File: config.mk
export PLATFORM = sky130hd
export DESIGN_NAME = uart_tx_arbiter
export DESIGN_NICKNAME = d
export VERILOG_FILES = /design/src/rtl/uart_tx_arbiter.sv
export SDC_FILE = /design/constraint.sdc
export NUM_CORES = 1
export LEC_CHECK = 0
export BUFFER_PORTS_ARGS = -buffer_cell sky130_fd_sc_hd__buf_2
export CORE_MARGIN = 2
export CORE_UTILIZATION = 45
export CTS_BUF_LIST = sky130_fd_sc_hd__clkbuf_16
export CTS_CLUSTER_DIAMETER = 50
export DETAILED_ROUTE_END_ITERATION = 8
export PLACE_DENSITY = 0.77
export SYNTH_ARGS = -nofsm -noshare
export SYNTH_HDL_FRONTEND = slang
export SYNTH_SLANG_ARGS = --single-unit
File: constraint.sdc
create_clock -name clk -period 1.8 [get_ports clk]
set_clock_uncertainty 0.05 [all_clocks]
set_input_delay 0.18 -clock clk [delete_from_list [all_inputs] [get_ports clk]]
set_output_delay 0.18 -clock clk [all_outputs]
set_load 0.01 [all_outputs]
File: src/rtl/uart_tx_arbiter.sv
// uart_tx_arbiter: shares one UART transmitter (rfd/din/din_vld handshake)
// between N_REQ byte-stream requesters. Round-robin arbitration is done at
// packet granularity: a grant is held until the owner marks its last byte,
// or until MAX_BURST bytes have been sent, whichever comes first.
//
// Optional build macro: UART_ARB_HDR_EN
//   When defined, every new grant first sends a header byte 8'hA0 | g[3:0]
//   ahead of the owner's payload. The header does not count toward
//   MAX_BURST, and a regrant after a forced release also sends one.
//
// Ports:
//   clk       system clock
//   rst       asynchronous reset, active-low
//   req_vld   per-requester byte valid
//   req_data  per-requester byte, requester i at [i*DI_WIDTH +: DI_WIDTH]
//   req_last  byte is the last of its packet (qualified by req_vld)
//   req_rdy   byte accepted from requester i this cycle (combinational)
//   rfd       UART ready for data
//   din       byte to UART (holding register)
//   din_vld   byte valid to UART (combinational, only in SEND with rfd=1)
//   grant     one-hot current owner, 0 when idle
//   busy      arbiter not idle
module uart_tx_arbiter #(
    parameter int unsigned N_REQ     = 4,
    parameter int unsigned DI_WIDTH  = 8,
    parameter int unsigned MAX_BURST = 64
) (
    input  logic                      clk,
    input  logic                      rst,
    input  logic [N_REQ-1:0]          req_vld,
    input  logic [N_REQ*DI_WIDTH-1:0] req_data,
    input  logic [N_REQ-1:0]          req_last,
    output logic [N_REQ-1:0]          req_rdy,
    input  logic                      rfd,
    output logic [DI_WIDTH-1:0]       din,
    output logic                      din_vld,
    output logic [N_REQ-1:0]          grant,
    output logic                      busy
);

    localparam int unsigned PTR_W = (N_REQ > 1) ? $clog2(N_REQ) : 1;
    localparam int unsigned CNT_W = 8;

    typedef enum logic [2:0] {
        IDLE,
        LOAD,
        SEND,
        WAIT_BUSY,
        WAIT_RFD
    } state_t;

    state_t               state_q, state_d;
    logic [N_REQ-1:0]     grant_q, grant_d;
    logic [PTR_W-1:0]     gidx_q, gidx_d;
    logic [PTR_W-1:0]     ptr_q, ptr_d;
    logic [CNT_W-1:0]     cnt_q, cnt_d;
    logic [DI_WIDTH-1:0]  hold_q, hold_d;
    logic                 last_q, last_d;
`ifdef UART_ARB_HDR_EN
    logic                 hdr_q, hdr_d;
`endif

    logic [PTR_W-1:0]     pick;
    logic                 found;
    logic [PTR_W:0]       sum;
    logic [DI_WIDTH-1:0]  req_bytes [N_REQ];

    // Unpack the flat data bus into one byte per requester.
    for (genvar i = 0; i < N_REQ; i++) begin : g_unpack
        assign req_bytes[i] = req_data[i*DI_WIDTH +: DI_WIDTH];
    end

    // State and datapath registers.
    always_ff @(posedge clk or negedge rst) begin
        if (!rst) begin
            state_q <= IDLE;
            grant_q <= '0;
            gidx_q  <= '0;
            ptr_q   <= '0;
            cnt_q   <= '0;
            hold_q  <= '0;
            last_q  <= 1'b0;
`ifdef UART_ARB_HDR_EN
            hdr_q   <= 1'b0;
`endif
        end else begin
            state_q <= state_d;
            grant_q <= grant_d;
            gidx_q  <= gidx_d;
            ptr_q   <= ptr_d;
            cnt_q   <= cnt_d;
            hold_q  <= hold_d;
            last_q  <= last_d;
`ifdef UART_ARB_HDR_EN
            hdr_q   <= hdr_d;
`endif
        end
    end

    // Next-state logic and round-robin pick.
    always_comb begin
        state_d = state_q;
        grant_d = grant_q;
        gidx_d  = gidx_q;
        ptr_d   = ptr_q;
        cnt_d   = cnt_q;
        hold_d  = hold_q;
        last_d  = last_q;
`ifdef UART_ARB_HDR_EN
        hdr_d   = hdr_q;
`endif
        pick    = '0;
        found   = 1'b0;
        sum     = '0;

        // First requester at or after the pointer, wrapping modulo N_REQ.
        for (int unsigned k = 0; k < N_REQ; k++) begin
            sum = {1'b0, ptr_q} + (PTR_W+1)'(k);
            if (sum >= (PTR_W+1)'(N_REQ)) begin
                sum = sum - (PTR_W+1)'(N_REQ);
            end
            if (!found && req_vld[sum[PTR_W-1:0]]) begin
                found = 1'b1;
                pick  = sum[PTR_W-1:0];
            end
        end

        unique case (state_q)
            IDLE: begin
                if (found) begin
                    grant_d = N_REQ'(1) << pick;
                    gidx_d  = pick;
                    cnt_d   = '0;
                    last_d  = 1'b0;
`ifdef UART_ARB_HDR_EN
                    hold_d  = DI_WIDTH'(8'hA0 | {4'h0, 4'(pick)});
                    hdr_d   = 1'b1;
                    state_d = SEND;
`else
                    state_d = LOAD;
`endif
                end
            end
            LOAD: begin
                if (req_vld[gidx_q]) begin
                    hold_d  = req_bytes[gidx_q];
                    last_d  = req_last[gidx_q];
                    state_d = SEND;
                end
            end
            SEND: begin
                if (rfd) begin
`ifdef UART_ARB_HDR_EN
                    if (!hdr_q) begin
                        cnt_d = (cnt_q == '1) ? cnt_q : cnt_q + CNT_W'(1);
                    end
                    hdr_d = 1'b0;
`else
                    cnt_d = (cnt_q == '1) ? cnt_q : cnt_q + CNT_W'(1);
`endif
                    state_d = WAIT_BUSY;
                end
            end
            WAIT_BUSY: begin
                if (!rfd) begin
                    state_d = WAIT_RFD;
                end
            end
            WAIT_RFD: begin
                if (rfd) begin
                    // After a header both last_q and cnt_q are clear, so this
                    // always continues into LOAD for the first payload byte.
                    if (last_q || (cnt_q == CNT_W'(MAX_BURST))) begin
                        grant_d = '0;
                        ptr_d   = (gidx_q == PTR_W'(N_REQ - 1)) ? '0
                                                                : gidx_q + PTR_W'(1);
                        state_d = IDLE;
                    end else begin
                        state_d = LOAD;
                    end
                end
            end
            default: state_d = IDLE;
        endcase
    end

    assign req_rdy = (state_q == LOAD) ? (req_vld & grant_q) : '0;
    assign din_vld = (state_q == SEND) && rfd;
    assign din     = hold_q;
    assign grant   = grant_q;
    assign busy    = (state_q != IDLE);

endmodule

; ---- Yosys cells after proc, flatten, opt, wreduce, memory -nomap -nowiden
; Index checks and enable logic that the tools add are counted.
[classes]
addsub = 9
n_lt_le_gt_ge = 10
n_eq_ne = 14
shifts = 1
muxes = 47
n_bitwise = 2
n_reduce_logical = 20
[op_table]
columns = cell, n
row1 = 8-bit two-way mux, 5
row2 = 2-bit two-way mux, 9
row3 = 8-bit binary-select mux with 2-bit select, 1
row4 = 4-bit two-way mux, 4
row5 = 8-bit case mux with 2 select lines, 1
row6 = "2-bit by 3-bit < comparator with 1-bit output, second input constant", 5
row7 = 3-bit two-way mux, 5
row8 = 3-bit case mux with 5 select lines, 1
row9 = "2-bit inequality test, second input constant", 7
row10 = 1-bit two-way mux, 13
row11 = 1-bit binary-select mux with 2-bit select, 6
row12 = "3-bit greater-or-equal comparator, second input constant", 4
row13 = "8-bit by 1-bit adder with 8-bit output, second input constant", 1
row14 = "8-bit by 7-bit == test with 1-bit output, second input constant", 1
row15 = "8-bit == test, second input constant", 1
row16 = 4-bit case mux with 2 select lines, 1
row17 = 4-bit AND reduction, 2
row18 = "2-bit by 1-bit subtractor with 2-bit output, second input constant", 4
row19 = "2-bit by 2-bit adder with 3-bit output, second input constant", 2
row20 = "3-bit by 2-bit == test with 1-bit output, second input constant", 2
row21 = 3-bit AND reduction, 2
row22 = 2-bit nonzero test, 3
row23 = 5-bit AND reduction, 1
row24 = 4-bit bitwise AND, 1
row25 = 15 further kinds, 21
[totals]
reg_bits = 28
out_inout_bits = 18
elab_cells = 110

; ---- Logic depth before layout (Yosys ltp)
; Gate-level depths: netlist (run 1).
[depth]
ltp_word = 17
mapped_depth = 6

; ---- Least setup slack after synthesis (run 1)
; Ideal clock, no wire load.
[synth_timing]
path_type = reg-to-reg
start = reg cnt_q[0]
end = reg ptr_q[0]
setup_ns = 0.128
t_arrival_ns = 1.533
path_slack_ns = 0.090
stages_incl_launch_ff = 7
path_buffers = 0
period_less_slack_ns = 1.710
cell_sequence = dfrtp_1 -> inv_1 -> ha_1 -> nor4b_1 -> a31oi_1 -> and4b_1 -> mux2_1
[synth_via]
elab_chain_len = 3
[synth_rtl]
columns = item, line
row1 = from (decl), 56  ; logic [CNT_W-1:0] cnt_q, cnt_d;
row2 = from (signal assigned), 91  ; cnt_q <= cnt_d;
row3 = 8-bit by 7-bit == test with 1-bit output, 173  ; if (last_q || (cnt_q == CNT_W'(MAX_BURST))) begin
row4 = 1-bit logical OR, 173
row5 = 3-bit AND reduction (no source line), --
row6 = to (signal assigned), 90  ; ptr_q <= ptr_d;
row7 = to (decl), 55  ; logic [PTR_W-1:0] ptr_q, ptr_d;
; No other way between the ends.
; A chain may end at the register's enable or synchronous reset.

; ---- Worst setup path after layout (run 1)
[layout_timing]
start = reg cnt_q[0]
end = reg ptr_q[1]
; Same word-level chain as after synthesis.

==> reports/results.txt, run 1 <==
Switching Fraction: 35.8%
Pre-antenna DRT Iters: 4
fin area: 0.00234 mm2
Worst VDD drop: 0.798 mV
Required @ worst endpoint: 1900 ps
Final Hold Fails: 0
Post-synth EDFFs: 0
GPL Wtd Cong: 0.822
Yosys warnings: 0
Synth Net Count: 209
Longest Clk Path Bufs: 2
IO buf count: 60
worst hold stages: 2
minimum clock period: 1760 ps
Switching Power: 1230 uW
status: complete, no violations
via count of the first global-routing pass: 1573
First DRT Iteration DRCs: 77
grt ovf: 0
pin count of the biggest net entering global routing: 29
Residual DRC: 0
post-synthesis sequential area ratio: 40.1%
Area growth, synth to finish: 33.8%
Flop pwr share: 30.1%
initial core utilization: 47.4%
setup violators final: 0
Top FF cell, synth: dfrtp_1
first-pass GRT wire length: 7230 um
clk slew on worst S/H paths: 70 ps
fraction of registers with async set/reset: 100%
Synth cell types: 47
FF-to-FF Start: cnt_q[0]$_DFFE_PN0P_
CTS tree: done
Min-Delay Path Class: in -> reg
Inserted Diodes: 0
Cell Area, Synth: 0.00175 mm2
Setup crit end kind: flip-flop
total CTS buffers: 3
Syn Area/Cell: 10.7 um2
Clk Latency, worst-skew pair: 260 ps
setup TNS: 0 ps
Clk network pwr share: 19.2%
worst endpoint data arrival time: 1860 ps
Leak: 0.00111 uW
Int Pwr: 2190 uW
kind of start point of the critical path: flip-flop
Placed Area: 0.00217 mm2
total number of vias: 1583
Tot GR Track Use: 21.5%
Max Slew Vio Count: 0
Fillers: 298
Die Width: 66.3 um
hpwl dp: 3190 um
initial antenna violation count: 0
ANT nets after route: 0
CP max FO: 3
worst hold margin: 129 ps
hold endpoint: state_q[2]$_DFFE_PN0P_
final net count: 284
register bit total from synthesis: 28
H-tree Lvls: 1
Root Driver: clkbuf_16
fmax: 0.568 GHz
IO Pins: 61
vias per inst: 5.55
Post-Route WL: 4400 um
share of post-route cells with drive strength above 1: 43.5%
Power Density: 1460 mW/mm2
FP Rows: 22
die area: 0.00440 mm2
post-synthesis cell count: 163
RR Endpoint: ptr_q[1]$_DFFE_PN0P_
R2R setup slack: 40 ps
max cap viols: 0
slew margin rel.: 57.6%
routed len/inst: 15.4 um
RSZ-0062 raised after global routing: yes
Tcrit/Tclk final: 97.8%
Comb pwr share: 50.7%
Die Y: 66.3 um
hold_sp: rfd
Slew @ Worst Pin: 635 ps
clk sinks: 28
r2r worst-path depth: 6
core area: 0.00369 mm2
Crit Path Class: reg -> reg
-- routing by layer --
| layer | part of all wire [%] | vias up | global-route usage (%) | wire (um) |
|---|---|---|---|---|
| li1 | - | 765 | - | - |
| met5 | 0 | - | 0 | 0 |
| met1 | 43 | 775 | 28.1 | 1880 |
| met2 | 52 | 37 | 37.0 | 2290 |
| met3 | 3.9 | 6 | 4.09 | 170 |
| met4 | 1.4 | 0 | 4.08 | 60 |
-- cell usage after synthesis, types with 2 or more instances --
master	n	area [um2]
and3_1	5	31.3
mux4_2	10	225
o2bb2ai_1	2	17.5
o22ai_1	2	12.5
dfrtp_1	28	701
buf_6	2	22.5
nor2_1	10	37.5
mux2_1	9	101
nor3_1	2	10.0
o21ai_1	8	40.0
nand2_1	10	37.5
a211oi_1	2	15.0
a31oi_1	3	18.8
nand3_1	7	35.0
o31ai_1	2	15.0
mux2i_1	2	20.0
inv_1	14	52.6
nand3b_1	2	15.0
ha_1	3	37.5
nor4b_1	2	17.5
o21ai_0	2	10.0
nand4_1	2	12.5
clkbuf_1	4	15.0
a21oi_1	7	35.0
-- critical path, cell delays in order, from the launching register on --
cell and delay [ps]:
dfrtp_1 390, inv_1 60, ha_1 150, nor4b_4 210, a31oi_2 150, and4b_1 310
mux2_1 330
-- repair_timing --
| action | in CTS | in global routing |
|---|---|---|
| setup endpoints to repair | 2 | 7 |
| resized for setup | 1 | 7 |
| buffers inserted | 1 | 1 |
| pin swaps | 1 | 3 |
| hold buffers | 1 | 0 |
| endpoints found under the hold margin | 28 | 0 |
-- area by class of cell --
cell class | count | area [um2] | share of cell area [%]
flip-flops and latches | 28 | 702 | 30.0
multi-input cells | 114 | 983 | 42.0
well taps | 48 | 60.1 | 2.57
inverters | 14 | 52.6 | 2.24
repair buffers | 77 | 438 | 18.7
clock buffers | 3 | 75.1 | 3.21
clock inverters | 1 | 30.0 | 1.28
-- how the worst max path moves through the flow --
stage                           start              endpoint  slack, ps  cells past startpoint
3_5_place_dp     cnt_q[0]$_DFFE_PN0P_  ptr_q[0]$_DFFE_PN0P_         -9                      6
5_1_grt          cnt_q[0]$_DFFE_PN0P_  ptr_q[0]$_DFFE_PN0P_        -20                      6
3_3_place_gp     cnt_q[0]$_DFFE_PN0P_  ptr_q[0]$_DFFE_PN0P_         60                      6
2_1_floorplan    cnt_q[0]$_DFFE_PN0P_  ptr_q[0]$_DFFE_PN0P_         90                      6
6_report         cnt_q[0]$_DFFE_PN0P_  ptr_q[1]$_DFFE_PN0P_         40                      6
4_1_cts        state_q[2]$_DFFE_PN0P_            req_rdy[2]          5                      5
-- power by group through the flow --
| stage | clock network, uW | logic [uW] | registers [uW] |
|---|---|---|---|
| 5_1_grt | 700 | 1890 | 1060 |
| 4_1_cts | 661 | 1660 | 1020 |
| 6_report | 656 | 1740 | 1030 |
| 3_5_place_dp | 0 | 1640 | 1030 |
| 3_3_place_gp | 0 | 1610 | 1020 |
| 2_1_floorplan | 0 | 1030 | 1070 |
-- per-stage QoR --
step / setup WS, ps / util [%] / total power [uW] / std cells
floorplan: 89.7 / - / 2100 / 163
global placement: 58.1 / 58.9 / 2630 / 278
detailed placement: -8.78 / 58.9 / 2660 / 278
CTS: 4.84 / 62.4 / 3340 / 284
global route: -21.9 / 63.5 / 3650 / 285
finish: 39.0 / 63.5 / 3420 / 285
-- state kept, by name, indices dropped and copies added (netlist names) --
name and cells:
state_q 3, din 8, cnt_q 8, ptr_q 2, last_q 1, gidx_q 2
grant 4
-- cells by family (layout without fill, tap and decap cells) --
kind of cell,count (synthesis),in the layout,synth area share [%]
simple gates,52,52,17.3
buf+inv,21,95,5.44
flops,28,28,40.1
mux,23,23,21.3
fa+ha+maj,3,3,2.15
compound gates,36,36,13.7
-- cell usage in the layout, fill, tap and decap left out, types with 2 or more instances in the layout --
cell       count
clkbuf_16      3
nand3_1        7
ha_1           3
inv_1         14
nand4_1        2
buf_2         60
a21oi_1        7
and3_1         5
mux4_2        10
dfrtp_1       27
o21ai_1        8
o21ai_0        2
o31ai_1        2
a31oi_1        2
mux2_1         9
buf_6          2
nor2_1         9
nand3b_1       2
o22ai_1        2
nand2_1       10
o2bb2ai_1      2
mux2i_1        2
buf_4         14
a211oi_1       2
nor3_1         2
(Power assumes the default switching activity.)
==> run 2: changes to the inputs <==
CELL_PAD_IN_SITES_DETAIL_PLACEMENT = 2   (was not set)
CELL_PAD_IN_SITES_GLOBAL_PLACEMENT = 2   (was not set)
CORE_UTILIZATION = 27   (was 45)
PLACE_DENSITY = 0.76   (was 0.77)
==> run 2 against run 1 <==
Net effect: critical path depth stayed put; setup slack improved by 17 ps; register-to-register slack better by 20 ps; die area is 62% higher; via count is 5.2% higher; largest cell class unchanged; largest power group unchanged.
==> reports/results.txt, run 2 (synthesized netlist as in run 1, its figures left out) <==
worst hold stages: 2 (unchanged)
Setup WS post-layout: 56.3 ps (+17.3 ps)
IO buf count: 60 (unchanged)
Int Pwr: 2230 uW (+1.7%)
fmax: 0.573 GHz (+0.99%)
Design Power: 3570 uW (+4.4%)
worst endpoint data arrival time: 1850 ps (about the same)
met1 usage: 19.7% (-8.4 points)
first-pass GRT wire length: 9730 um (+35%)
IO Pins: 61 (unchanged)
ANT nets after route: 0 (unchanged)
Root Driver: clkbuf_16
Die Y: 84.5 um (+27%)
GPL Wtd Cong: 0.740 (-10%)
die area: 0.00714 mm2 (+62%)
CP max FO: 2 (-1)
Clk Latency, worst-skew pair: 270 ps (about the same)
Setup crit end kind: flip-flop
met2 Track Usage GR: 33.4% (-3.6 points)
Clk network pwr share: 19.2% (about the same)
Residual DRC: 0 (unchanged)
Die Width: 84.5 um (+27%)
r2r worst-path depth: 6 (unchanged)
Flop pwr share: 28.7% (-1.4 points)
setup violators final: 0 (unchanged)
routed len/inst: 18.2 um (+18%)
Tcrit/Tclk final: 96.9% (-0.96 points)
Post-Route WL: 5800 um (+32%)
pin count of the biggest net entering global routing: 29 (unchanged)
First DRT Iteration DRCs: 33 (-57%)
Min-Delay Path Class: in -> reg
clk slew on worst S/H paths: 70 ps (about the same)
core area: 0.00631 mm2 (+71%)
Tot GR Track Use: 17.1% (-4.4 points)
minimum clock period: 1740 ps (-17.3 ps)
initial antenna violation count: 0 (unchanged)
Longest Clk Path Bufs: 2 (unchanged)
worst hold margin: 140 ps (+10.9 ps)
RSZ-0062 raised after global routing: yes
Switching Power: 1340 uW (+9.3%)
worst slack at placement: -9.59 ps (-0.812 ps)
share of post-route cells with drive strength above 1: 48.5% (+5.1 points)
hpwl dp: 4340 um (+36%)
gr busiest metal: met2
setup TNS: 0 ps (unchanged)
Pre-antenna DRT Iters: 4 (unchanged)
vias per inst: 5.24 (-5.7%)
clk sinks: 28 (unchanged)
via count of the first global-routing pass: 1928 (+23%)
Leak: 0.00113 uW (+1.7%)
Slew @ Worst Pin: 679 ps (+43.4 ps)
CTS tree: done
Worst VDD drop: 0.493 mV (-38%)
Switching Fraction: 37.5% (+1.7 points)
status: complete, no violations
Inserted Diodes: 0 (unchanged)
Crit Path Class: reg -> reg
most frequent cells in the layout: 60 x buf_2, 28 x dfrtp_1, 20 x buf_4
slew margin rel.: 54.7% (-2.9 points)
H-tree Lvls: 1 (unchanged)
final net count: 288 (+1.4%)
met3 usage: 2.06% (-2.0 points)
FP Rows: 29 (+32%)
kind of start point of the critical path: flip-flop
most common cell after layout, fill and taps aside: buf_2
Required @ worst endpoint: 1910 ps (about the same)
total CTS buffers: 3 (unchanged)
grt ovf: 0 (unchanged)
total number of vias: 1665 (+5.2%)
Max Slew Vio Count: 0 (unchanged)
Area growth, synth to finish: 39.3%
Final Hold Fails: 0 (unchanged)
Power Density: 1470 mW/mm2 (+0.36%)
Comb pwr share: 52.2% (+1.5 points)
max cap viols: 0 (unchanged)
initial core utilization: 27.7% (-20 points)
## run 2: what timing repair did
item | 4_1_cts | 5_1_grt
pin swaps | 1 | 3
hold endpoints to repair | 28 | 0
endpoints found under the setup margin | 2 | 9
hold buffers | 1 | 0
gates resized for setup | 1 | 17
setup buffers | 2 | 0
## run 2: path summary, 6_finish.rpt
check	from	to	slack [ps]
worst min-delay path	rfd	state_q[2]$_DFFE_PN0P_	140
worst max register to register	cnt_q[1]$_DFFE_PN0P_	ptr_q[1]$_DFFE_PN0P_	60
worst min register to register	din[3]$_DFFE_PN0P_	din[3]$_DFFE_PN0P_	440
max in group asynchronous	rst	state_q[0]$_DFFE_PN0P_	820
worst max-delay path	cnt_q[1]$_DFFE_PN0P_	ptr_q[1]$_DFFE_PN0P_	60
min in group asynchronous	rst	din[4]$_DFFE_PN0P_	440
## run 2: routing by layer
layer  routed length, um  vias up
met5                   0        -
li1                    -      770
met2                3280       39
met4                  49        0
met1                2300      851
met3                 171        5
## run 2: critical path, stage by stage (launching register included)
cell and delay (ps):
dfrtp_1 390, inv_2 80, ha_4 130, nor4b_4 200, a31oi_2 140, and4b_2 340, mux2_4 300
## run 2: layout make-up
class	count	area [um2]
clock inverters	1	30.0
multi-input cells	114	1020
clock buffers	3	75.1
fillers	713	3880
inverters	14	52.6
repair buffers	81	460
flip-flops and latches	28	701
well taps	77	96.3
## run 2: power by group through the flow
stage / logic [uW] / clock network (uW) / registers, uW
3_3_place_gp: 1700 / 0 / 1010
4_1_cts: 1820 / 707 / 1020
3_5_place_dp: 1760 / 0 / 1030
6_report: 1860 / 684 / 1020
5_1_grt: 2070 / 720 / 1060
2_1_floorplan: 1030 / 0 / 1070
## run 2: per-stage QoR
step | std cells | utilization [%] | instance area [um2]
after floorplan | 163 | - | 1750
after global placement | 311 | 35.5 | 2240
after detailed placement | 311 | 35.5 | 2240
after CTS | 318 | 37.6 | 2370
after global routing | 318 | 38.6 | 2440
final | 318 | 38.6 | 2440
